--- src/rtl/ps2_pkg.sv ---
// Shared constants and types for the PS/2 set-2 keyboard decoder.
package ps2_pkg;

   localparam logic [7:0] PS2_EXT   = 8'hE0;
   localparam logic [7:0] PS2_BRK   = 8'hF0;
   localparam logic [7:0] PS2_PAUSE = 8'hE1;

   localparam int unsigned FRAME_BITS = 11;
   localparam logic [2:0]  PAUSE_SKIP = 3'd7;

   // Keyboard status/ack codes that never map to a key event
   localparam int unsigned N_IGNORED = 6;
   localparam logic [7:0] IGNORED_CODES [N_IGNORED] = '{8'hAA, 8'hFA, 8'hEE, 8'hFE, 8'h00, 8'hFF};

   typedef enum logic [2:0] {
      ST_IDLE,
      ST_EXT,
      ST_BRK,
      ST_EXT_BRK,
      ST_PAUSE
   } prefix_state_t;

   function automatic logic is_ignored(input logic [7:0] code);
      logic hit;
      hit = 1'b0;
      for (int unsigned i = 0; i < N_IGNORED; i++)
         if (code == IGNORED_CODES[i]) hit = 1'b1;
      return hit;
   endfunction

endpackage

--- src/rtl/ps2_frame_rx.sv ---
// PS/2 frame receiver: input sync, clock glitch filter, 11-bit frame capture,
// start/parity/stop checks and intra-frame timeout.
module ps2_frame_rx
   import ps2_pkg::*;
#(
   parameter int unsigned FILT_LEN    = 8,
   parameter int unsigned TIMEOUT     = 24000,
   parameter int unsigned SYNC_STAGES = 2
) (
   input  logic       clk_sys,
   input  logic       reset,
   input  logic       ps2_clk_in,
   input  logic       ps2_dat_in,
   output logic       byte_valid,
   output logic [7:0] rx_byte,
   output logic       frame_err
);

   localparam int unsigned FILT_W = $clog2(FILT_LEN + 1);
   localparam int unsigned TO_W   = $clog2(TIMEOUT + 1);

   logic [SYNC_STAGES-1:0] clk_sync;
   logic [SYNC_STAGES-1:0] dat_sync;
   logic                   clk_s;
   logic                   dat_s;
   logic                   clk_filt;
   logic [FILT_W-1:0]      filt_cnt;
   logic                   fall;
   logic [9:0]             shreg;
   logic [3:0]             bit_idx;
   logic [TO_W-1:0]        to_cnt;
   logic [10:0]            frame;
   logic                   frame_ok;

   always_ff @(posedge clk_sys or posedge reset) begin
      if (reset) begin
         clk_sync <= '1;
         dat_sync <= '1;
      end else begin
         clk_sync <= {clk_sync[SYNC_STAGES-2:0], ps2_clk_in};
         dat_sync <= {dat_sync[SYNC_STAGES-2:0], ps2_dat_in};
      end
   end

   always_comb begin
      clk_s    = clk_sync[SYNC_STAGES-1];
      dat_s    = dat_sync[SYNC_STAGES-1];
      // The FILT_LEN-th consecutive differing sample is the one that flips clk_filt
      fall     = clk_filt && !clk_s && (filt_cnt == FILT_W'(FILT_LEN - 1));
      frame    = {dat_s, shreg};
      frame_ok = !frame[0] && (^frame[9:1]) && frame[10];
   end

   always_ff @(posedge clk_sys or posedge reset) begin
      if (reset) begin
         clk_filt <= 1'b1;
         filt_cnt <= '0;
      end else if (clk_s == clk_filt) begin
         filt_cnt <= '0;
      end else if (filt_cnt == FILT_W'(FILT_LEN - 1)) begin
         clk_filt <= clk_s;
         filt_cnt <= '0;
      end else begin
         filt_cnt <= filt_cnt + 1'b1;
      end
   end

   always_ff @(posedge clk_sys or posedge reset) begin
      if (reset) begin
         shreg      <= '0;
         bit_idx    <= '0;
         to_cnt     <= '0;
         byte_valid <= 1'b0;
         rx_byte    <= '0;
         frame_err  <= 1'b0;
      end else begin
         byte_valid <= 1'b0;
         frame_err  <= 1'b0;
         // A falling edge takes priority over an expiring timeout
         if (fall) begin
            to_cnt <= '0;
            shreg  <= {dat_s, shreg[9:1]};
            if (bit_idx == 4'(FRAME_BITS - 1)) begin
               bit_idx    <= '0;
               byte_valid <= frame_ok;
               frame_err  <= !frame_ok;
               rx_byte    <= frame[8:1];
            end else begin
               bit_idx <= bit_idx + 1'b1;
            end
         end else if (bit_idx != '0) begin
            if (to_cnt == TO_W'(TIMEOUT - 1)) begin
               to_cnt    <= '0;
               bit_idx   <= '0;
               frame_err <= 1'b1;
            end else begin
               to_cnt <= to_cnt + 1'b1;
            end
         end else begin
            to_cnt <= '0;
         end
      end
   end

endmodule

--- src/rtl/ps2_key_decoder.sv ---
// PS/2 keyboard front end producing the 11-bit toggle-style ps2_key event word
// from raw PS/2 pins, handling E0/F0/E1 scan-code set 2 prefixes.
module ps2_key_decoder
   import ps2_pkg::*;
#(
   parameter int unsigned FILT_LEN    = 8,
   parameter int unsigned TIMEOUT     = 24000,
   parameter int unsigned SYNC_STAGES = 2
) (
   input  logic        clk_sys,
   input  logic        reset,
   input  logic        ps2_clk_in,
   input  logic        ps2_dat_in,
   output logic [10:0] ps2_key,
   output logic        frame_err
);

   logic          byte_valid;
   logic [7:0]    rx_byte;
   logic          rx_err;
   prefix_state_t state;
   logic [2:0]    skip;
   logic          is_ext;
   logic          is_brk;

   ps2_frame_rx #(
      .FILT_LEN    (FILT_LEN),
      .TIMEOUT     (TIMEOUT),
      .SYNC_STAGES (SYNC_STAGES)
   ) u_rx (
      .clk_sys    (clk_sys),
      .reset      (reset),
      .ps2_clk_in (ps2_clk_in),
      .ps2_dat_in (ps2_dat_in),
      .byte_valid (byte_valid),
      .rx_byte    (rx_byte),
      .frame_err  (rx_err)
   );

   assign frame_err = rx_err;

   always_comb begin
      is_ext = (state == ST_EXT) || (state == ST_EXT_BRK);
      is_brk = (state == ST_BRK) || (state == ST_EXT_BRK);
   end

   always_ff @(posedge clk_sys or posedge reset) begin
      if (reset) begin
         state   <= ST_IDLE;
         skip    <= '0;
         ps2_key <= '0;
      end else if (rx_err) begin
         state <= ST_IDLE;
         skip  <= '0;
      end else if (byte_valid) begin
         if (state == ST_PAUSE) begin
            skip <= skip - 3'd1;
            if (skip <= 3'd1) state <= ST_IDLE;
         end else if (rx_byte == PS2_EXT) begin
            state <= is_brk ? ST_EXT_BRK : ST_EXT;
         end else if (rx_byte == PS2_BRK) begin
            state <= is_ext ? ST_EXT_BRK : ST_BRK;
         end else if (rx_byte == PS2_PAUSE) begin
            state <= ST_PAUSE;
            skip  <= PAUSE_SKIP;
         end else if (is_ignored(rx_byte)) begin
            state <= ST_IDLE;
         end else begin
            ps2_key <= {~ps2_key[10], ~is_brk, is_ext, rx_byte};
            state   <= ST_IDLE;
         end
      end
   end

endmodule

--- config.mk ---
export PLATFORM = sky130hd
export DESIGN_NAME = ps2_key_decoder
export DESIGN_NICKNAME = d
export VERILOG_FILES = /design/src/rtl/ps2_pkg.sv /design/src/rtl/ps2_frame_rx.sv /design/src/rtl/ps2_key_decoder.sv
export SDC_FILE = /design/constraint.sdc
export NUM_CORES = 1
export LEC_CHECK = 0
export ABC_AREA = 1
export CAP_MARGIN = 20
export CORE_ASPECT_RATIO = 1.2
export CORE_MARGIN = 2
export CORE_UTILIZATION = 60
export CTS_CLUSTER_SIZE = 30
export DETAILED_ROUTE_END_ITERATION = 16
export GPL_TIMING_DRIVEN = 0
export PLACE_DENSITY = 0.91
export SYNTH_ARGS = -nofsm -noshare
export SYNTH_HDL_FRONTEND = slang
export SYNTH_SLANG_ARGS = --single-unit
--- constraint.sdc ---
create_clock -name clk_sys -period 2.7 [get_ports clk_sys]
set_input_delay 0.54 -clock clk_sys [delete_from_list [all_inputs] [get_ports clk_sys]]
set_output_delay 0.54 -clock clk_sys [all_outputs]
set_load 0.05 [all_outputs]
==> summary.md <==
| Metric | Value |
|---|---|
| FF-to-FF path depth | 7 |
| Slowest-stage cell, CP | clkdlybuf4s50_1 |
| Met1 Use GR | 25.2% |
| Ys flop type | dfrtp_1 |
| Yosys warns | 0 |
| Hold wc startpoint | u_rx.clk_sync[0] |
| Async SR Flop Fraction | 100% |
| Gpl congestion | 0.838 |
| CP Capture Type | output port |
| Number of port buffers | 15 |
| Clock buffer count from CTS | 9 |
| Layout cells sized above 1 | 18.4% |
| Fin crit share | 79.2% |
| DRT antenna net count | 0 |
| Final worst slack | 0.562 ns |
| Drt pass-1 iters | 4 |
| Core Area | 5230 um^2 |
| Crit-path cells | clkdlybuf4s50_1 |
| Drt total wl | 5640 um |
| RSZ-0062 raised after global routing | false |
| Clk_lat worst skew | roughly 0.34 ns |
| Clk root buf | clkbuf_8 |
| DRC viols | 0 |
| Worst r2r src | u_rx.filt_cnt[0] |
| Synth area leader | dfrtp_1 |
| Crit Path Max Fanout | 5 |
| Htree depth | 3 |
| Hold EP | u_rx.clk_sync[1] |
| Top-count cell post-synth | nand2_1 |
| CP startpoint kind | flip-flop |
| Chip Width | 70.9 um |
| Global Route met3 Usage | 6.24% |
| # fillers | ~400 |
| Cell leakage power | 1.64 nW |
| Die height | 84.3 um |
| Max_slew headroom | 64.9% |
| Initial drt markers | between 150 and 200 |
| Status | finished, final reports clean |
| Area delta synth->final | 14.8% |
| Post-synth EDFFs | 0 |
| CP Data Required Time | 2.16 ns |
| Total gr overflow | 0 |
| DP Wirelength | approximately 4100 um |
| Critical setup path kind | reg -> out |
| Starting Density | 61.7% |
| Delay-heaviest family, CP | buffers and inverters |
| Clock transition at path regs | 0.07 ns |
| Routed len/inst | around 12 um |
| Worst vdd ir | ~540 uV |
| Final Hold Violating Endpoints | 0 |
| Post-synth top area share | 46.6% |
| WHS Path Cells | 0 |
| Placed Area | 3470 um^2 |
| Slew Limit Fails | 0 |
| Design Area, Final | 3700 um^2 |
| Clock Sinks | 65 |
| NumNets Final | around 420 |
| Clk buf depth | 2 |
| Initial antenna violation count | 0 |
| CTS tree | done |
| Sequential area share after synthesis | between 50 and 60% |
| Total GRT Usage | 21.4% |
| Tmin final | 2.14 ns |
| Hold WC Path Type | reg -> reg |
| Avg Cell Area, Syn | between 8 and 9 um^2 |
| Post-synthesis register bit count | 65 |
| Max_cap viols | 0 |
| Layout Skew | about 0.009 ns |
| Vias | 2,479 |
| First-pass GRT wire length | 10,100 um |
| Full die area | 5980 um^2 |
| I/O pins | 16 |
| Setup-failing EPs final | 0 |
| PwrDens | 555 nW/um^2 |
| Most area-consuming cells after synthesis | dfrtp_1 (47%), nand2_1 (8.7%), nand2_2 (5.0%) |
| Fin Hold WS | 0.357 ns |
| Crit path DAT | 1.60 ns |
| GRT busiest layer | met2 |
| Post-CTS setup buffer count | 0 |
| Reg2reg end | u_rx.to_cnt[9] |
| # hold bufs at CTS | 0 |
| Rows | 29 |
| Slew @ Worst Pin | 0.525 ns |
| Synth Instances | 376 |
| Vias in the first global route | 2,372 |
| ANT cells | 0 |
| Commonest cells in the netlist | nand2_1 (75), dfrtp_1 (60), inv_1 (41) |
| Synth cell types | 36 |
| Grt met2 use | 35.9% |
| Routed vias/inst | around 5.3 |
| Largest net degree at the start of global routing | 41 |
| Mapped cell area | about 3200 um^2 |
| Worst stage delay on the critical path | about 0.83 ns |
| Post-synthesis net count | 388 |
| Dpl ws | 0.920 ns |
| Post-CTS resize count | 0 |
| Fmax | 468 MHz |
| FF-to-FF setup slack | 1.07 ns |
| Crit path buffers/inverters | 1 |
-- flip-flops by register name, indices dropped and copies added, names as in the netlist --
name / count
u_rx.byte_valid: 1
u_rx.rx_byte: 8
u_rx.frame_err: 1
u_rx.to_cnt: 15
u_rx.dat_sync: 2
u_rx.filt_cnt: 4
u_rx.clk_filt: 1
state: 3
u_rx.clk_sync: 2
skip: 3
u_rx.shreg: 10
u_rx.bit_idx: 4
ps2_key: 11
-- report_power, final --
part           switching [mW]  internal (mW)
sequential             0.0186           1.01
clock                   0.366          0.567
combinational          0.0597         0.0330
total                   0.444           1.61
-- metal layers --
layer | routed length (um) | vias up
met2 | 2920 | 30
li1 | - | 1255
met3 | 169 | 9
met5 | 0 | -
met4 | 104 | 0
met1 | 2450 | 1185
-- worst max path at each step --
stage | from | to | cells past startpoint
after global placement | reset | u_rx.to_cnt[5] | 2
after global routing | u_rx.frame_err | frame_err | 1
final | u_rx.frame_err | frame_err | 1
after floorplan | reset | ps2_key[0] | 1
after detailed placement | u_rx.frame_err | frame_err | 1
after CTS | u_rx.frame_err | frame_err | 1
-- layout by cell type (no fill, tap or decap), types with 3 or more instances in the layout --
| master | count |
|---|---|
| nand3b_1 | 5 |
| inv_1 | 40 |
| dfrtp_1 | 60 |
| a21oi_1 | 5 |
| xor2_1 | 4 |
| nand2_2 | 26 |
| clkdlybuf4s50_1 | 15 |
| nor2_1 | 32 |
| o21ai_1 | 19 |
| ha_1 | 8 |
| o21ai_0 | 11 |
| dfstp_2 | 5 |
| o22ai_1 | 3 |
| nand3_1 | 27 |
| inv_2 | 7 |
| clkbuf_8 | 11 |
| nor3_1 | 9 |
| nand2_1 | 75 |
| nor2_2 | 8 |
| xnor2_1 | 4 |
| nor3b_1 | 5 |
-- metrics by stage --
stage / cells / utilization [%] / setup TNS [ns] / total power [mW]
floorplan: 376 / - / 0 / 1.11
global placement: 453 / 66.0 / -26.98 / 1.13
finish: 470 / 70.8 / 0 / 2.05
detailed placement: 454 / 66.4 / 0 / 1.14
global route: 470 / 70.8 / 0 / 2.14
CTS: 470 / 70.8 / 0 / 2.07
-- cell type report --
type	instances	area, um^2	area share (%)
Timing Repair Buffer	16	170	4.60
Multi-Input combinational cell	256	1370	37.0
Inverter	49	184	4.97
Tap cell	62	77.6	2.10
Clock buffer	11	151	4.09
Sequential cell	65	1630	44.1
Clock inverter	5	77.6	2.10
Buffer	6	36.3	0.981
-- kinds of logic (layout without fill, tap and decap cells) --
family	count (synthesis)	count (layout)	synth area share (%)
AO/OA/AOI/OAI	43	43	7.26
XOR/XNOR	8	8	2.17
adder cells (fa/ha/maj)	8	8	3.11
buffers and inverters	55	87	6.83
flip-flops	65	65	50.7
AND/OR/NAND/NOR	197	197	30.0
No activity file was read; power rests on OpenSTA's default activity.
